[src/rtl/alu_arbiter_pkg.sv]
// Shared ALU control codes and arbiter state encoding for alu_arbiter and its ALU.
package alu_arbiter_pkg;

  localparam logic [2:0] CTRL_AND = 3'b000;
  localparam logic [2:0] CTRL_OR  = 3'b001;
  localparam logic [2:0] CTRL_ADD = 3'b010;
  localparam logic [2:0] CTRL_SUB = 3'b100;
  localparam logic [2:0] CTRL_MUL = 3'b101;
  localparam logic [2:0] CTRL_SLT = 3'b110;

  typedef enum logic [1:0] {
    ST_IDLE = 2'd0,
    ST_EXEC = 2'd1,
    ST_MULW = 2'd2
  } state_t;

endpackage

[src/rtl/alu_arbiter_alu.sv]
// Combinational ALU shared by both arbiter ports; unknown control codes give 0.
module alu_arbiter_alu
  import alu_arbiter_pkg::*;
#(
  parameter int DATA_WIDTH = 32,
  parameter int CTRL_WIDTH = 3
) (
  input  logic [DATA_WIDTH-1:0] src_a,
  input  logic [DATA_WIDTH-1:0] src_b,
  input  logic [CTRL_WIDTH-1:0] ctrl,
  output logic [DATA_WIDTH-1:0] result
);

  localparam logic [CTRL_WIDTH-1:0] C_AND = CTRL_WIDTH'(CTRL_AND);
  localparam logic [CTRL_WIDTH-1:0] C_OR  = CTRL_WIDTH'(CTRL_OR);
  localparam logic [CTRL_WIDTH-1:0] C_ADD = CTRL_WIDTH'(CTRL_ADD);
  localparam logic [CTRL_WIDTH-1:0] C_SUB = CTRL_WIDTH'(CTRL_SUB);
  localparam logic [CTRL_WIDTH-1:0] C_MUL = CTRL_WIDTH'(CTRL_MUL);
  localparam logic [CTRL_WIDTH-1:0] C_SLT = CTRL_WIDTH'(CTRL_SLT);

  // Arithmetic results are sized to DATA_WIDTH, so carries and high product bits drop.
  always_comb begin
    result = '0;
    case (ctrl)
      C_AND:   result = src_a & src_b;
      C_OR:    result = src_a | src_b;
      C_ADD:   result = src_a + src_b;
      C_SUB:   result = src_a - src_b;
      C_MUL:   result = src_a * src_b;
      C_SLT:   result = {{(DATA_WIDTH-1){1'b0}}, (src_a < src_b)};
      default: result = '0;
    endcase
  end

endmodule

[src/rtl/alu_arbiter.sv]
// Two-port round-robin front end sharing one ALU; results held per port until consumed.
//   state | meaning
//   IDLE  | waiting for an eligible requester, grant one
//   EXEC  | ALU evaluates latched operands; non-MUL result captured
//   MULW  | extra cycle for multiply, result captured
module alu_arbiter
  import alu_arbiter_pkg::*;
#(
  parameter int DATA_WIDTH = 32,
  parameter int CTRL_WIDTH = 3
) (
  input  logic                  CLK,
  input  logic                  RST,
  input  logic                  ReqValid_0,
  output logic                  ReqReady_0,
  input  logic [DATA_WIDTH-1:0] ReqSrcA_0,
  input  logic [DATA_WIDTH-1:0] ReqSrcB_0,
  input  logic [CTRL_WIDTH-1:0] ReqCtrl_0,
  output logic                  RespValid_0,
  input  logic                  RespReady_0,
  output logic [DATA_WIDTH-1:0] RespResult_0,
  input  logic                  ReqValid_1,
  output logic                  ReqReady_1,
  input  logic [DATA_WIDTH-1:0] ReqSrcA_1,
  input  logic [DATA_WIDTH-1:0] ReqSrcB_1,
  input  logic [CTRL_WIDTH-1:0] ReqCtrl_1,
  output logic                  RespValid_1,
  input  logic                  RespReady_1,
  output logic [DATA_WIDTH-1:0] RespResult_1,
  output logic                  Busy
);

  localparam logic [CTRL_WIDTH-1:0] C_MUL = CTRL_WIDTH'(CTRL_MUL);

  state_t                  state;
  state_t                  state_nxt;
  logic                    last_grant;
  logic [DATA_WIDTH-1:0]   op_a;
  logic [DATA_WIDTH-1:0]   op_b;
  logic [CTRL_WIDTH-1:0]   op_ctrl;
  logic                    op_id;
  logic                    elig_0;
  logic                    elig_1;
  logic                    grant_any;
  logic                    grant_id;
  logic                    capture;
  logic                    handshake;
  logic [DATA_WIDTH-1:0]   alu_result;

  // A port holding an unconsumed result may not issue again.
  assign elig_0 = ReqValid_0 & ~RespValid_0;
  assign elig_1 = ReqValid_1 & ~RespValid_1;

  assign grant_any = elig_0 | elig_1;
  assign grant_id  = (elig_0 & elig_1) ? ~last_grant : elig_1;

  assign handshake = (ReqValid_0 & ReqReady_0) | (ReqValid_1 & ReqReady_1);
  assign Busy      = (state != ST_IDLE) && !RST;

  always_ff @(posedge CLK) begin
    if (RST) begin
      state <= ST_IDLE;
    end else begin
      state <= state_nxt;
    end
  end

  always_comb begin
    state_nxt  = state;
    capture    = 1'b0;
    ReqReady_0 = 1'b0;
    ReqReady_1 = 1'b0;
    case (state)
      ST_IDLE: begin
        if (grant_any && !RST) begin
          ReqReady_0 = ~grant_id;
          ReqReady_1 = grant_id;
          state_nxt  = ST_EXEC;
        end
      end
      ST_EXEC: begin
        if (op_ctrl == C_MUL) begin
          state_nxt = ST_MULW;
        end else begin
          capture   = 1'b1;
          state_nxt = ST_IDLE;
        end
      end
      ST_MULW: begin
        capture   = 1'b1;
        state_nxt = ST_IDLE;
      end
      default: state_nxt = ST_IDLE;
    endcase
  end

  always_ff @(posedge CLK) begin
    if (RST) begin
      last_grant   <= 1'b1;
      op_a         <= '0;
      op_b         <= '0;
      op_ctrl      <= '0;
      op_id        <= 1'b0;
      RespValid_0  <= 1'b0;
      RespValid_1  <= 1'b0;
      RespResult_0 <= '0;
      RespResult_1 <= '0;
    end else begin
      if (handshake) begin
        op_a       <= grant_id ? ReqSrcA_1 : ReqSrcA_0;
        op_b       <= grant_id ? ReqSrcB_1 : ReqSrcB_0;
        op_ctrl    <= grant_id ? ReqCtrl_1 : ReqCtrl_0;
        op_id      <= grant_id;
        last_grant <= grant_id;
      end
      if (RespValid_0 && RespReady_0) RespValid_0 <= 1'b0;
      if (RespValid_1 && RespReady_1) RespValid_1 <= 1'b0;
      // The target port was idle when granted, so capture never collides with a clear.
      if (capture) begin
        if (op_id) begin
          RespValid_1  <= 1'b1;
          RespResult_1 <= alu_result;
        end else begin
          RespValid_0  <= 1'b1;
          RespResult_0 <= alu_result;
        end
      end
    end
  end

  alu_arbiter_alu #(
    .DATA_WIDTH(DATA_WIDTH),
    .CTRL_WIDTH(CTRL_WIDTH)
  ) u_alu (
    .src_a (op_a),
    .src_b (op_b),
    .ctrl  (op_ctrl),
    .result(alu_result)
  );

endmodule

[config.mk]
export PLATFORM = sky130hd
export DESIGN_NAME = alu_arbiter
export DESIGN_NICKNAME = d
export VERILOG_FILES = /design/src/rtl/alu_arbiter_pkg.sv /design/src/rtl/alu_arbiter_alu.sv /design/src/rtl/alu_arbiter.sv
export SDC_FILE = /design/constraint.sdc
export NUM_CORES = 2
export LEC_CHECK = 0
export BUFFER_PORTS_ARGS = -buffer_cell sky130_fd_sc_hd__buf_4
export CAP_MARGIN = 10
export CORE_MARGIN = 4
export CORE_UTILIZATION = 57
export DETAILED_ROUTE_END_ITERATION = 6
export PLACE_DENSITY = 0.9
export SLEW_MARGIN = 20
export SYNTH_ARGS = -nofsm -noshare
export SYNTH_HDL_FRONTEND = slang
export SYNTH_SLANG_ARGS = --single-unit
[constraint.sdc]
create_clock -name CLK -period 7.1 [get_ports CLK]
set_input_delay 0.71 -clock CLK [delete_from_list [all_inputs] [get_ports CLK]]
set_output_delay 0.71 -clock CLK [all_outputs]
set_load 0.02 [all_outputs]
# After elaboration in Yosys (flattened, before gate mapping)
# Index checks and enable logic that the tools add are counted.
# W data, S select, Z words.
# totals
latchBits	0
mem_bits_rw	0
memories	0
reg_bits	137
out_inout_bits	69
rom_bits	0
# op_classes
shift	0
order_cmp	1
n_reduce_logical	10
n_eq_ne	8
n_mux	20
n_div	0
n_bitwise	14
mul	1
n_addsub	2
# ops
op	count
$pmux W32 S6	1
$mux W32	2
$add A32 B32 Y32	1
$and A32 B32 Y32	1
$lt A32 B32 Y1	1
$mul A32 B32 Y32	1
$or A32 B32 Y32	1
$sub A32 B32 Y32	1
$mux W1	12
$eq A3 B3 Y1 const B	3
$and A1 B1 Y1	5
$not A1 Y1	5
$logic_and A1 B1 Y1	4
$mux W2	2
$pmux W2 S2	1
$reduce_and A2 Y1	2
$eq A3 B1 Y1 const B	1
$eq A3 B2 Y1 const B	1
$logic_not A3 Y1	1
$mux W3	1
$eq A2 B1 Y1 const B	1
$eq A2 B2 Y1 const B	1
$logic_not A2 Y1	1
$ne A2 B2 Y1 const B	1
4 further kinds	5

# Longest topological paths before layout
# depth
word_depth	9
ltp_mapped	28
mapped_depth_nobuf	27

# Hierarchy
# A second synthesis with hierarchy kept.
# hier_totals
cells_unflattened	3153
area_unflattened_um2	24975.2
# by_module_without_submodules
mod	n_inst	cells_per_inst	area_each_um2
alu_arbiter_alu	1	2458	19583.8
alu_arbiter	1	695	5391.4

# Least setup slack after synthesis
# Ideal clock, no wire load.
# synth_path
kind	register -> register
startpoint	register op_b[2]
endpoint	register RespResult_1[29]
stages_incl_launch_ff	26
n_path_buf	3
t_arrival_ns	7.121
setup_slack_ns	-0.141
path_cell_list	dfxtp_1 buf_2 inv_1 clkbuf_1 nor2_1 fa_1 inv_1 fa_1 fa_1 fa_1 inv_1 fa_1 fa_1 fa_1 fa_1 ha_1 clkbuf_1 a21o_1 a21o_1 a21o_1 o21a_1 a311o_1 a21oi_1 mux2i_1 o211ai_1 o31a_1
# synth_between
elab_chain_cells	2
# synth_rtl
item	line_no	source
start, declared	alu_arbiter.sv:39	logic [DATA_WIDTH-1:0] op_b;
start signal, assigned	alu_arbiter.sv:111	op_b <= grant_id ? ReqSrcB_1 : ReqSrcB_0;
$mul A32 B32 Y32 (tied with other cells)	alu_arbiter_alu.sv:29	C_MUL: result = src_a * src_b;
$pmux W32 S6 *	alu_arbiter_alu.sv:24	case (ctrl)
end signal, assigned	alu_arbiter.sv:122	RespResult_1 <= alu_result;
end, declared	alu_arbiter.sv:29	output logic [DATA_WIDTH-1:0] RespResult_1,
# Mark *: on every way between the ends. The rest lies on a longest branch, timed or not.
# A chain may end at the register's enable or synchronous reset.

# Worst setup path after layout
# layout_path
startpoint	register op_a[18]
endpoint	register RespResult_1[29]
# layout_between
elab_chain_cells	2
# layout_rtl
item	line_no	source
start, declared	alu_arbiter.sv:38	logic [DATA_WIDTH-1:0] op_a;
start signal, assigned	alu_arbiter.sv:110	op_a <= grant_id ? ReqSrcA_1 : ReqSrcA_0;
$mul A32 B32 Y32 (tied with other cells)	alu_arbiter_alu.sv:29	
$pmux W32 S6 *	alu_arbiter_alu.sv:24	
# Marked as above.

==> impl_results.md <==
* Status: finished, violations left
* Failing checks: DRC, setup timing
* Vias/cell at 6.096
* Area leader, netlist: fa_1
* Global-route wire length before repair at approximately 150 mm
* Starting Density at 0.5773
* Worst Skew at around 0.013 ns
* Leak pwr at 14.32 nW
* GR Overflow Total at 0
* Fin crit share at 1.004
* Worst EP arrival at around 7.5 ns
* DRC Markers at 19
* Hold buffer count at cts at 0
* Latest clock arrival within the worst-skew pair at approximately 0.48 ns
* CTS tree: done
* Post-Syn Area at around 0.026 mm2
* R2R Setup Slk at -0.03 ns
* Worst Reg2Reg Path Length in Cells at 22
* Area growth syn-to-layout at 22.60%
* Drt wl/cell at about 25 um
* Headroom to the max-slew limit at 0.2935
* Min Tclk post-route at about 7.1 ns
* Launch point of the worst reg-to-reg path: op_a[18]
* Largest net degree at the start of global routing at 72
* Worst Hold End: RespValid_0
* Synth async-reset ratio at 0
* Synth Net Count at slightly below 4000
* IO Count at between 200 and 250
* Post-route setup slack at -0.03108 ns
* Yosys cell types at 95
* Hold_sp: RespValid_0
* Flops & latches, synth at between 100 and 150
* Worst-path cell chain: clkinv_4 > nor2_4 > fa_1 > inv_1 > fa_1 > fa_1 > fa_1 > inv_2 > fa_1 > fa_1 > fa_1 > fa_1 > ha_4 > a21o_1 > a21o_1 > a21o_1 > o21a_1 > a311o_2 > a21oi_2 > mux2i_1 > o211ai_1 > o31a_1
* Crit-path max cell delay at 0.57 ns
* ANT nets after route at 0
* Slew @ Worst Pin at 1.060 ns
* Gr usage total at 0.4190
* Max Fclk at between 100 and 150 MHz
* Clk root buf: clkbuf_16
* Clock slew at reported path FFs at around 0.07 ns
* Row cnt at just under 80
* Unrepaired setup endpoints after global routing: true
* Cells after synthesis at 3144
* CP Max Fanout at 6
* Post-Place Setup Slack at -0.3511 ns
* Area contributors post-synth: fa_1 32%, ha_1 11%, dfxtp_1 11%
* Vias at roughly 25000
* Ys Warns at 0
* Final setup fails at 2
* Worst EP required at 7.46 ns
* Synth top area share at 0.3215
* Worst hold path depth at 2
* # port buffers at between 200 and 250
* Kind of critical path: register to register
* Worst path slowest cell: fa_1
* Pwr per Cell Area at approximately 180 mW/mm2
* H-tree depth at 4
* Reg-to-Reg End: RespResult_1[29]
* DIE AREA at between 0.04 and 0.05 mm2
* Critical Path End Type: register
* Cell mode on critical path: fa_1
* Global placer's final weighted congestion at about 1.1
* Mean Syn Cell Area at around 8.1 um2
* Critical Path Start Type: register
* Setup TNS at -0.04643 ns
* DPL Wire Length at approximately 82 mm
* Predominant post-synthesis flop cell: dfxtp_1
* Core Box Area at around 0.044 mm2
* Post-synth EDFFs at 0
* Total power draw at 0.005601 W
* Maxcap violations at 0
* DRT Wirelength at slightly above 100 mm
* CTS buffer count at 17
* Hold Fails Final Rpt at 0
* DIE HEIGHT at roughly 220 um
* Peak supply drop at 154.8 uV
* Most frequent cells after synthesis: 523 x nor2_1, 463 x inv_1, 423 x nand2_1, 410 x fa_1, 222 x ha_1
* Worst min-delay path category: register to register
* Initial antenna violation count at 2
* Clk buf depth at 2
* Detailed Route Iter0 Violations at 2758
* Share of post-route cells with drive strength above 1 at 0.2240
* Die Width at around 220 um
* Vias in the first global route at 25520
* CTS Sinks at around 140
* Register area share after synthesis at 0.1074
* Final Max Slew Viols at 0
* Fin nets at 4282
* Drt first pass iters at 7
* Top-count cell post-synth: nor2_1
==> final cells by class <==
| cell class | count | area [um2] |
|---|---|---|
| Tap cell | 592 | 740.7 |
| Sequential cell | 137 | 2778 |
| Inverter | 482 | 1859 |
| Timing Repair Buffer | 531 | 4354 |
| Multi-Input combinational cell | 2341 | 20970 |
| Clock buffer | 17 | 425.4 |
| Antenna cell | 1 | 2.502 |
| Fill cell | 3409 | 12920 |
| Clock inverter | 15 | 171.4 |
==> registers in the layout, summed over array words and instances (netlist names) <==
| register | cells |
|---|---|
| op_ctrl | 3 |
| op_id | 1 |
| state | 2 |
| op_b | 32 |
| last_grant | 1 |
| RespValid_1 | 1 |
| RespValid_0 | 1 |
| RespResult_1 | 32 |
| op_a | 32 |
| RespResult_0 | 32 |
==> cells by family after synthesis <==
family          after synthesis  share of synthesized area
simple gates               1088                     0.1763
buf+inv                     666                     0.1008
fa+ha+maj                   632                     0.4303
compound gates              531                     0.1533
flops                       137                     0.1074
xor+xnor                     81                    0.02833
mux                           9                   0.003529
==> cells in the final DEF, fill, tap and decap left out, types with 13 or more instances in the layout <==
master and instances:
dfxtp_1 119, nor2_4 15, o21bai_1 20, nor2b_1 15
fa_2 21, a211oi_1 57, nand2b_1 16, o211ai_1 15
inv_2 21, xnor2_1 58, o221ai_1 19, o21ai_0 52
buf_4 485, a21oi_1 96, nor2_2 29, a211oi_2 13
a311oi_1 73, xor2_1 18, buf_6 24, buf_12 20
fa_1 389, inv_1 438, nor2_1 479, a21o_1 25
o21a_1 20, nor3_1 30, dfxtp_2 13, nand3_1 16
clkbuf_16 17, ha_1 209, nand2_1 420
==> worst max-delay path: cells and delay by family, from the launching register on <==
kind / cells / cell delay, ns
buffers and inverters: 3 / 0.31
adders and majority gates: 9 / 4.15
muxes: 1 / 0.22
DFF: 1 / 0.42
AOI/OAI and AO/OA: 8 / 1.77
and+or+nand+nor: 1 / 0.14
==> metrics by stage <==
stage                     hold slack (ns)  instance area (um2)  utilization  instances
after floorplan                    0.4603                25540            -       3144
after global placement             0.4864                29580       0.6689       4058
after detailed placement           0.4838                29610       0.6695       4059
after CTS                          0.4894                30520       0.6902       4101
after global routing               0.5035                31300       0.7078       4116
final                              0.4971                31300       0.7078       4116
==> how the worst max path moves through the flow <==
stage                     startpoint          endpoint  slack (ns)  cells past startpoint
after floorplan              op_b[5]  RespResult_1[29]       0.005                     24
after global placement       op_b[3]  RespResult_0[30]       -0.32                     26
after detailed placement     op_b[3]  RespResult_0[30]       -0.35                     26
after CTS                    op_b[3]  RespResult_1[29]      0.0002                     23
after global routing         op_b[8]  RespResult_1[29]       -0.19                     26
final                       op_a[18]  RespResult_1[29]       -0.03                     22
==> where the power goes <==
group          switching, W  leakage [nW]  internal [W]  total (W)
registers         0.0000675          1.13      0.000822   0.000890
clock network      0.000448         0.286      0.000473   0.000920
logic               0.00221          12.9       0.00159    0.00379
total               0.00272          14.3       0.00288    0.00560
==> per-layer routing <==
layer | part of all wire | vias to the layer above | global-route usage
li1 | - | 10830 | -
met1 | 0.35 | 12040 | 0.5049
met4 | 0.085 | 0 | 0.2761
met5 | 0 | - | 0
met2 | 0.45 | 1710 | 0.6604
met3 | 0.12 | 512 | 0.1145
==> repair_timing <==
item	in CTS	in global routing
pin swaps	30	80
endpoints found under the setup margin	26	36
endpoints found under the hold margin	0	0
resized for setup	64	184
buffers inserted	10	15
No activity file was read; power rests on OpenSTA's default activity.
